==> config.mk <==
export PLATFORM = sky130hd
export DESIGN_NAME = fifo_stim_driver_flat
export DESIGN_NICKNAME = d
export VERILOG_FILES = /design/src/rtl/fifo_stim_driver_if.sv /design/src/rtl/fifo_stim_driver.sv /design/src/flat_wrapper.sv
export SDC_FILE = /design/constraint.sdc
export NUM_CORES = 1
export LEC_CHECK = 0
export CORE_MARGIN = 3
export CORE_UTILIZATION = 56
export CTS_BUF_LIST = sky130_fd_sc_hd__clkbuf_4
export CTS_CLUSTER_DIAMETER = 50
export CTS_CLUSTER_SIZE = 16
export DETAILED_ROUTE_END_ITERATION = 8
export PLACE_DENSITY = 0.87
export SYNTH_ARGS = -nofsm -noshare
export SYNTH_HDL_FRONTEND = slang
export SYNTH_SLANG_ARGS = --single-unit
==> constraint.sdc <==
create_clock -name clk -period 2.9 [get_ports clk]
set_input_delay 0.29 -clock clk [delete_from_list [all_inputs] [get_ports clk]]
set_output_delay 0.29 -clock clk [all_outputs]
set_load 0.02 [all_outputs]
==> src/rtl/fifo_stim_driver_if.sv <==
// Stimulus bundle between fifo_stim_driver and the FIFO DUT / monitor.
// master = stimulus driver, slave = consumers (DUT inputs, monitor trigger/finish).
interface fifo_stim_driver_if #(
    parameter int DATA_WIDTH = 16
);
    logic                  fifo_rst_n;
    logic                  wr_en;
    logic                  rd_en;
    logic [DATA_WIDTH-1:0] data_in;
    logic                  sample_strobe;
    logic                  test_done;
    logic [31:0]           txn_count;

    modport master (
        output fifo_rst_n, wr_en, rd_en, data_in, sample_strobe, test_done, txn_count
    );

    modport slave (
        input fifo_rst_n, wr_en, rd_en, data_in, sample_strobe, test_done, txn_count
    );
endinterface

==> src/rtl/fifo_stim_driver.sv <==
// FIFO stimulus source: RST -> FILL -> DRAIN -> RANDOM -> DONE with strobe/finish handshake.
// Optional FIFO_DRV_RST_INJECT_EN: mid-RANDOM FIFO reset injection.
module fifo_stim_driver #(
    parameter int          DATA_WIDTH = 16,
    parameter int          DEPTH      = 8,
    parameter int          NUM_TXN    = 1000,
    parameter logic [15:0] SEED       = 16'hACE1,
    parameter int          WR_THRESH  = 179,
    parameter int          RD_THRESH  = 77
) (
    input  logic                  clk,
    input  logic                  rst_n,
    input  logic                  start,
    fifo_stim_driver_if.master    drv
);
    localparam int          PH       = DEPTH + 2;
    localparam int          MAXC     = (PH > NUM_TXN) ? PH : NUM_TXN;
    localparam int          CW       = $clog2(MAXC + 1);
    localparam logic [15:0] SEED_EFF = (SEED == 16'h0) ? 16'hACE1 : SEED;
    localparam logic [CW-1:0] PH_LAST  = CW'(PH - 1);
    localparam logic [CW-1:0] RND_LAST = CW'(NUM_TXN - 1);
    localparam logic [CW-1:0] INJ_IDX  = CW'(NUM_TXN / 2);

    typedef enum logic [2:0] {
        S_IDLE,
        S_RST,
        S_FILL,
        S_DRAIN,
        S_RANDOM,
        S_DONE
    } state_t;

    state_t          state, state_nxt;
    logic [CW-1:0]   cnt, cnt_nxt;

    logic [15:0]           lfsr, lfsr_nxt, lfsr_step;
    logic                  frst_q, frst_nxt;
    logic                  wr_q, wr_nxt;
    logic                  rd_q, rd_nxt;
    logic [DATA_WIDTH-1:0] data_q, data_nxt;
    logic                  strobe_q, strobe_nxt;
    logic                  done_q, done_nxt;
    logic [31:0]           txn_q, txn_nxt;
    logic                  stim_cur, stim_nxt;

    assign lfsr_step = (lfsr >> 1) ^ (lfsr[0] ? 16'hB400 : 16'h0000);
    assign stim_cur  = (state == S_FILL) || (state == S_DRAIN) || (state == S_RANDOM);
    assign stim_nxt  = (state_nxt == S_FILL) || (state_nxt == S_DRAIN) || (state_nxt == S_RANDOM);

    always_ff @(posedge clk or negedge rst_n) begin
        if (!rst_n) begin
            state <= S_IDLE;
            cnt   <= '0;
        end else begin
            state <= state_nxt;
            cnt   <= cnt_nxt;
        end
    end

    // cnt counts cycles spent in the current phase; in DONE it saturates at 1
    // so that cnt==0 marks the first DONE cycle.
    always_comb begin
        state_nxt = state;
        cnt_nxt   = cnt + CW'(1);
        unique case (state)
            S_IDLE: begin
                cnt_nxt = '0;
                if (start) state_nxt = S_RST;
            end
            S_RST: begin
                if (cnt == CW'(1)) begin
                    state_nxt = S_FILL;
                    cnt_nxt   = '0;
                end
            end
            S_FILL: begin
                if (cnt == PH_LAST) begin
                    state_nxt = S_DRAIN;
                    cnt_nxt   = '0;
                end
            end
            S_DRAIN: begin
                if (cnt == PH_LAST) begin
                    state_nxt = S_RANDOM;
                    cnt_nxt   = '0;
                end
            end
            S_RANDOM: begin
                if (cnt == RND_LAST) begin
                    state_nxt = S_DONE;
                    cnt_nxt   = '0;
                end
            end
            S_DONE: begin
                cnt_nxt = CW'(1);
                if (start) begin
                    state_nxt = S_RST;
                    cnt_nxt   = '0;
                end
            end
            default: begin
                state_nxt = S_IDLE;
                cnt_nxt   = '0;
            end
        endcase
    end

    // Outputs are registered from the next state, so the output registers
    // always describe the cycle the FSM is in.
    always_comb begin
        frst_nxt   = 1'b1;
        wr_nxt     = 1'b0;
        rd_nxt     = 1'b0;
        data_nxt   = data_q;
        txn_nxt    = txn_q;
        lfsr_nxt   = lfsr;
        strobe_nxt = stim_cur;
        done_nxt   = 1'b0;
        unique case (state_nxt)
            S_RST: begin
                frst_nxt = 1'b0;
                txn_nxt  = '0;
            end
            S_FILL:  wr_nxt = 1'b1;
            S_DRAIN: rd_nxt = 1'b1;
            S_RANDOM: begin
                wr_nxt = (int'(lfsr[7:0])  < WR_THRESH);
                rd_nxt = (int'(lfsr[15:8]) < RD_THRESH);
`ifdef FIFO_DRV_RST_INJECT_EN
                if (cnt_nxt == INJ_IDX) begin
                    frst_nxt = 1'b0;
                    wr_nxt   = 1'b0;
                    rd_nxt   = 1'b0;
                end
`endif
            end
            S_DONE: begin
                if (state == S_DONE) begin
                    done_nxt = (cnt == '0) ? 1'b1 : done_q;
                    if (cnt == '0) strobe_nxt = 1'b1;
                end
            end
            default: ;
        endcase
        if (stim_nxt) begin
            data_nxt = lfsr[DATA_WIDTH-1:0];
            txn_nxt  = txn_q + 32'd1;
            lfsr_nxt = lfsr_step;
        end
    end

    always_ff @(posedge clk or negedge rst_n) begin
        if (!rst_n) begin
            frst_q   <= 1'b0;
            wr_q     <= 1'b0;
            rd_q     <= 1'b0;
            data_q   <= '0;
            strobe_q <= 1'b0;
            done_q   <= 1'b0;
            txn_q    <= '0;
            lfsr     <= SEED_EFF;
        end else begin
            frst_q   <= frst_nxt;
            wr_q     <= wr_nxt;
            rd_q     <= rd_nxt;
            data_q   <= data_nxt;
            strobe_q <= strobe_nxt;
            done_q   <= done_nxt;
            txn_q    <= txn_nxt;
            lfsr     <= lfsr_nxt;
        end
    end

    assign drv.fifo_rst_n    = frst_q;
    assign drv.wr_en         = wr_q;
    assign drv.rd_en         = rd_q;
    assign drv.data_in       = data_q;
    assign drv.sample_strobe = strobe_q;
    assign drv.test_done     = done_q;
    assign drv.txn_count     = txn_q;

    wire unused_inj = ^INJ_IDX;
endmodule

==> src/flat_wrapper.sv <==
// flat-port wrapper written by rule: the top's interface ports become plain ports
module fifo_stim_driver_flat 
#(
    parameter int          DATA_WIDTH = 16,
    parameter int          DEPTH      = 8,
    parameter int          NUM_TXN    = 1000,
    parameter logic [15:0] SEED       = 16'hACE1,
    parameter int          WR_THRESH  = 179,
    parameter int          RD_THRESH  = 77
)
  (clk, rst_n, start, drv_fifo_rst_n, drv_wr_en, drv_rd_en, drv_data_in, drv_sample_strobe, drv_test_done, drv_txn_count);
  fifo_stim_driver_if #(.DATA_WIDTH(DATA_WIDTH)) drv_i ();
  input  logic clk;
  input  logic rst_n;
  input  logic start;
  output wire logic [$bits(drv_i.fifo_rst_n)-1:0] drv_fifo_rst_n;
  output wire logic [$bits(drv_i.wr_en)-1:0] drv_wr_en;
  output wire logic [$bits(drv_i.rd_en)-1:0] drv_rd_en;
  output wire logic [$bits(drv_i.data_in)-1:0] drv_data_in;
  output wire logic [$bits(drv_i.sample_strobe)-1:0] drv_sample_strobe;
  output wire logic [$bits(drv_i.test_done)-1:0] drv_test_done;
  output wire logic [$bits(drv_i.txn_count)-1:0] drv_txn_count;
  assign drv_fifo_rst_n = drv_i.fifo_rst_n;
  assign drv_wr_en = drv_i.wr_en;
  assign drv_rd_en = drv_i.rd_en;
  assign drv_data_in = drv_i.data_in;
  assign drv_sample_strobe = drv_i.sample_strobe;
  assign drv_test_done = drv_i.test_done;
  assign drv_txn_count = drv_i.txn_count;
  fifo_stim_driver #(.DATA_WIDTH(DATA_WIDTH), .DEPTH(DEPTH), .NUM_TXN(NUM_TXN), .SEED(SEED), .WR_THRESH(WR_THRESH), .RD_THRESH(RD_THRESH)) u_core (.clk(clk), .rst_n(rst_n), .start(start), .drv(drv_i));
endmodule
# After elaboration in Yosys (flattened, before gate mapping)
# Cells that the tools add are included.
# Widths: inputs -> output; s select.
# word_totals
ff_bits	82
in_bits	3
output_inout_bits	53
# op_classes
addsub	2
order_cmp	2
eq_ne	14
muxes	23
n_bitwise	1
reduce_logical	9
# ops
op	count
$mux 32	2
$pmux 10 s4	1
$add 32x1->32 const B	1
$mux 10	3
$mux 16	1
$xor 15x16->16	1
$mux 3	5
$pmux 3 s5	1
$eq 3x2->1 const B	4
$eq 3x3->1 const B	4
$add 10x1->10 const B	1
$eq 10x1->1 const B	1
$eq 10x10->1 const B	1
$eq 10x4->1 const B	1
$logic_not 10->1	1
$lt 8x7->1 const B	1
$lt 8x8->1 const B	1
$mux 1	8
$eq 3x1->1 const B	2
$logic_or 1x1->1	4
$pmux 1 s2	2
$reduce_or 2->1	2
$logic_not 3->1	1
$ne 3x3->1 const B	1
$reduce_bool 2->1	1

# Depth between registers and ports, before layout
# depth
depth_word	7
depth_mapped	12

# Worst setup path before layout
# Ideal clock, no wire load.
# synth_path
path_type	register to register
startpoint	reg u_core.cnt[6]
endpoint	reg u_core.txn_q[12] (netlist: u_core.drv.txn_count[12])
setup_ps	135
arrival_time_ps	2322
required_time_ps	2765
slack_ps	442
path_stages_with_launch	9
n_path_buf	1
period_less_slack_ps	2458
path_cell_list	dfrtp_1 or4_4 or4b_4 and2_4 inv_4 a21oi_2 buf_6 o311ai_2 o41ai_2
# synth_between
elab_chain_len	7
word_cells_on_any_way	16
classes_between	7 x eq/ne; 6 x mux; 3 x reduce/logical
# synth_rtl
element	line_no	source
start: declaration	fifo_stim_driver.sv:34	logic [CW-1:0] cnt, cnt_nxt;
start signal: assignment	fifo_stim_driver.sv:56	cnt <= cnt_nxt;
$eq 10x10->1, or another cell as far along	fifo_stim_driver.sv:89	if (cnt == RND_LAST) begin
$mux 3 (on tied branches)	--	
$pmux 3 s5 (*)	fifo_stim_driver.sv:65	unique case (state)
net u_core.state_nxt[1]	fifo_stim_driver.sv:33	state_t state, state_nxt;
$eq 3x2->1	fifo_stim_driver.sv:48	assign stim_nxt = (state_nxt == S_FILL) || (state_nxt == S_DRAIN) || (state_nxt == S_RANDOM);
$logic_or 1x1->1 (2 in series)	fifo_stim_driver.sv:48	
$mux 32 / $reduce_bool 2->1 (equally long branches)	--	
end signal: assignment	fifo_stim_driver.sv:169	txn_q <= txn_nxt;
end: declaration	fifo_stim_driver.sv:43	logic [31:0] txn_q, txn_nxt;
# Mark *: on every way through the listed nets, which the timed path passes. The rest lies on a longest branch.
# A chain may end at the register's enable or synchronous reset.

# Worst setup path in the final report
# layout_path
startpoint	reg u_core.cnt[5]
endpoint	reg u_core.txn_q[7] (netlist: u_core.drv.txn_count[7])
# Same word-level chain as after synthesis.

==> summary.md <==
| Metric | Value |
|---|---|
| 1st-pass router iterations | 5 |
| H-Tree Depth | 3 |
| Reg-to-reg startpoint | u_core.cnt[5] |
| # setup viols final | 0 |
| Worst EP required | 3.23 ns |
| Hold Fails Final Rpt | 0 |
| Share of flip-flops with an asynchronous set or reset | 100% |
| Worst r2r dst | u_core.drv.txn_count[7] |
| CTS Buf Count | 9 |
| Initial antenna violation count | 0 |
| Crit end category | flop |
| Slew @ Worst Pin | 0.927 ns |
| Critical setup path kind | reg -> reg |
| Net count after synthesis | about 400 |
| Cells after Synth | 386 |
| Top cells by area, synth | dfrtp_1 45%, nand2_1 9.3%, dfstp_2 5.6%, mux2i_1 3.2%, nand3_1 2.5% |
| Seq pwr share | 37.2% |
| FF/Latch Area | between 1500 and 2000 um2 |
| Layout fillers | around 460 |
| Hold Path Class | in -> async |
| # rows | 29 |
| WL/cell | 15.8 um |
| CTS tree | yes |
| Critical-path top delay cell | or4b_1 |
| Number of library cell types mapped by synthesis | 59 |
| RSZ-0062 raised after global routing | false |
| Power share of the clock group | a little over a quarter |
| Top-count cell post-synth | nand2_1 |
| Switching Share | slightly below 40% |
| Worst Slack Setup Final | 0.123 ns |
| FMAX | 0.360 GHz |
| Post-synth top area share | roughly 45% |
| Vias in the first global route | 2,828 |
| Leak pwr | 2.02 nW |
| Cell breakdown of the critical path | or4b_1 > or4b_4 > and2_4 > inv_4 > a21o_4 > buf_4 > nand3_1 > o31ai_1 |
| Clock slew seen by the registers of the worst setup and hold paths | 0.13 ns |
| Worst-Skew Late Latency | 0.43 ns |
| Core area | around 6400 um2 |
| Synth area leader | dfrtp_1 |
| Clk_skew | 0.00930 ns |
| PD cells | 714 nW/um2 |
| Period utilization | 95.8% |
| Slew HR | a little under two fifths |
| Top_reg_cell synth | dfrtp_1 |
| Power Internal | 1.99 mW |
| Initial drt markers | 203 |
| Post-DP HPWL | 5670 um |
| Postcts setup bufs | 0 |
| Largest net degree at the start of global routing | 76 |
| Sw Pwr | 1.25 mW |
| # DRC | 0 |
| # port buffers | 55 |
| Drt total wl | between 8000 and 9000 um |
| Die footprint | 7690 um2 |
| Diodes inserted | 0 |
| Number of top-level pins | 56 |
| Top Family by Delay on Critical Path | simple AND/OR/NAND/NOR gates |
| Sequential share of the synthesized area | 50.5% |
| RePlAce Congestion | 0.872 |
| DP Cell Count | slightly above 500 |
| Clock tree sinks | 75 |
| FF-to-FF path depth | 8 |
| Worst path arrival time | 3.11 ns |
| Number of synthesized flops with an enable pin | 0 |
| Gr usage total | 22.9% |
| CP peak stage delay | 0.59 ns |
| Die W | 87.7 um |
| Flops & latches, synth | 75 |
| Share of cells above drive strength 1 | 12.3% |
| Multi-input gate area | 1680 um2 |
| Max-slew violations | 0 |
| CP Launch Type | flop |
| Post-synthesis average cell area | 9.68 um2 |
| Status | finished clean |
| Vias/cell | slightly below 6 |
| Final ANT Viol Nets | 0 |
| Die height | 87.7 um |
| Setup TNS | 0 ns |
| YS warnings | 0 |
| Commonest cells post-synth | 93 x nand2_1, 67 x dfrtp_1, 22 x nor2_1, 19 x nand3_1 |
| Logic pwr share | 36.9% |
| Max rail drop VDD | 0.000512 V |
| Nets | around 450 |
| R2R setup slack | 0.12 ns |
| DP Worst Slack | approximately 0.13 ns |
| Min Tclk post-route | between 2 and 3 ns |
| Hold Slack | 0.0496 ns |
| Area grow syn2layout | 21.4% |
| CP max FO | 10 |
| Netlist area before placement | between 3000 and 4000 um2 |
| Via count | roughly 3.0k |
| Grt ovf | 0 |
| Root buf cell | clkbuf_4 |
| MaxCap Viol Count | 0 |
| Fin cells | 523 |
| Buffers plus inverters on the worst setup path | 2 |
| Clock Path Buffers | 2 |
| First-pass GRT wire length | roughly 14,000 um |
| Initial Util | 58.2% |
==> placed cells by master (no fill, tap or decap), types with 2 or more instances in the layout <==
cell	netlist	routed
clkdlybuf4s50_1	0	54
inv_1	9	9
and4_1	4	4
nor3b_1	2	2
o211ai_1	12	12
a211oi_1	3	3
o31ai_1	11	11
nor3_1	8	8
and2_1	2	2
nand3_1	19	19
a21o_1	3	3
dfstp_2	8	8
a21oi_1	7	7
nor2_1	22	22
o21ai_0	8	8
buf_4	8	12
nand2_1	93	93
nor2b_1	2	2
nand2b_1	3	3
mux2i_1	12	12
ha_1	4	4
a31oi_1	4	3
xnor2_1	7	7
and3_1	9	9
nand4_1	8	8
dfrtp_1	67	66
xor2_1	4	4
bufinv_16	0	3
clkbuf_4	0	9
inv_6	0	3
==> logic make-up (layout without fill, tap and decap cells) <==
logic type               after synthesis  after routing  share of synthesized area [%]
AO/OA/AOI/OAI                         67             67                           13.9
XOR/XNOR                              11             11                           2.58
flip-flops                            75             75                           50.5
adder cells (fa/ha/maj)                4              4                           1.34
buffers and inverters                 34             94                           5.16
AND/OR/NAND/NOR                      183            183                           23.3
multiplexers                          12             12                           3.22
==> registers in the layout, indices dropped and copies added (netlist names) <==
signal / count
u_core.cnt: 10
u_core.drv.data_in: 9
u_core.drv.fifo_rst_n: 1
u_core.drv.rd_en: 1
u_core.drv.sample_strobe: 1
u_core.drv.test_done: 1
u_core.drv.txn_count: 32
u_core.drv.wr_en: 1
u_core.lfsr: 16
u_core.state: 3
==> stage by stage <==
| step | util, % | area, um2 | power, mW |
|---|---|---|---|
| final | 70.6 | 4540 | 3.24 |
| after global routing | 70.6 | 4540 | 3.44 |
| after CTS | 70.3 | 4510 | 3.23 |
| after detailed placement | 67.3 | 4320 | 2.39 |
| after global placement | 67.3 | 4320 | 2.35 |
| after floorplan | - | 3730 | 2.08 |
==> metal layers <==
metal / wire length [um] / vias to the layer above / global-route usage, %
li1: - / 1482 / -
met5: 0 / - / 0
met1: 3680 / 1465 / 31.6
met4: 130 / 0 / 9.07
met3: 399 / 10 / 4.52
met2: 4050 / 81 / 35.8
==> how the worst max path moves through the flow <==
stage / startpoint / end / slack, ns / cells past startpoint
floorplan: u_core.cnt[6] / u_core.drv.txn_count[12] / 0.44 / 8
global placement: u_core.cnt[6] / u_core.lfsr[12] / 0.23 / 7
detailed placement: u_core.cnt[5] / u_core.drv.data_in[8] / 0.13 / 8
CTS: u_core.cnt[5] / u_core.drv.data_in[8] / 0.09 / 8
global route: u_core.cnt[5] / u_core.drv.txn_count[9] / 0.007 / 8
finish: u_core.cnt[5] / u_core.drv.txn_count[7] / 0.12 / 8
==> what timing repair did <==
| action | 4_1_cts | 5_1_grt |
|---|---|---|
| hold buffers | 0 | 0 |
| endpoints found under the setup margin | 0 | 42 |
| hold endpoints to repair | 0 | 0 |
| resized for setup | 0 | 5 |
==> power by group through the flow <==
stage / clock network, mW / logic (mW) / registers, mW
global placement: 0 / 1.13 / 1.22
finish: 0.841 / 1.19 / 1.20
detailed placement: 0 / 1.17 / 1.22
CTS: 0.852 / 1.17 / 1.20
global route: 0.904 / 1.32 / 1.22
floorplan: 0 / 0.797 / 1.28
==> final cells by class <==
| class | instances | area share, % |
|---|---|---|
| flip-flops and latches | 75 | 41.6 |
| multi-input cells | 277 | 36.9 |
| repair buffers | 67 | 14.0 |
| clock inverters | 7 | 2.73 |
| well taps | 77 | 2.12 |
| clock buffers | 9 | 1.49 |
| inverters | 11 | 1.08 |
No activity file was read; power rests on OpenSTA's default activity.
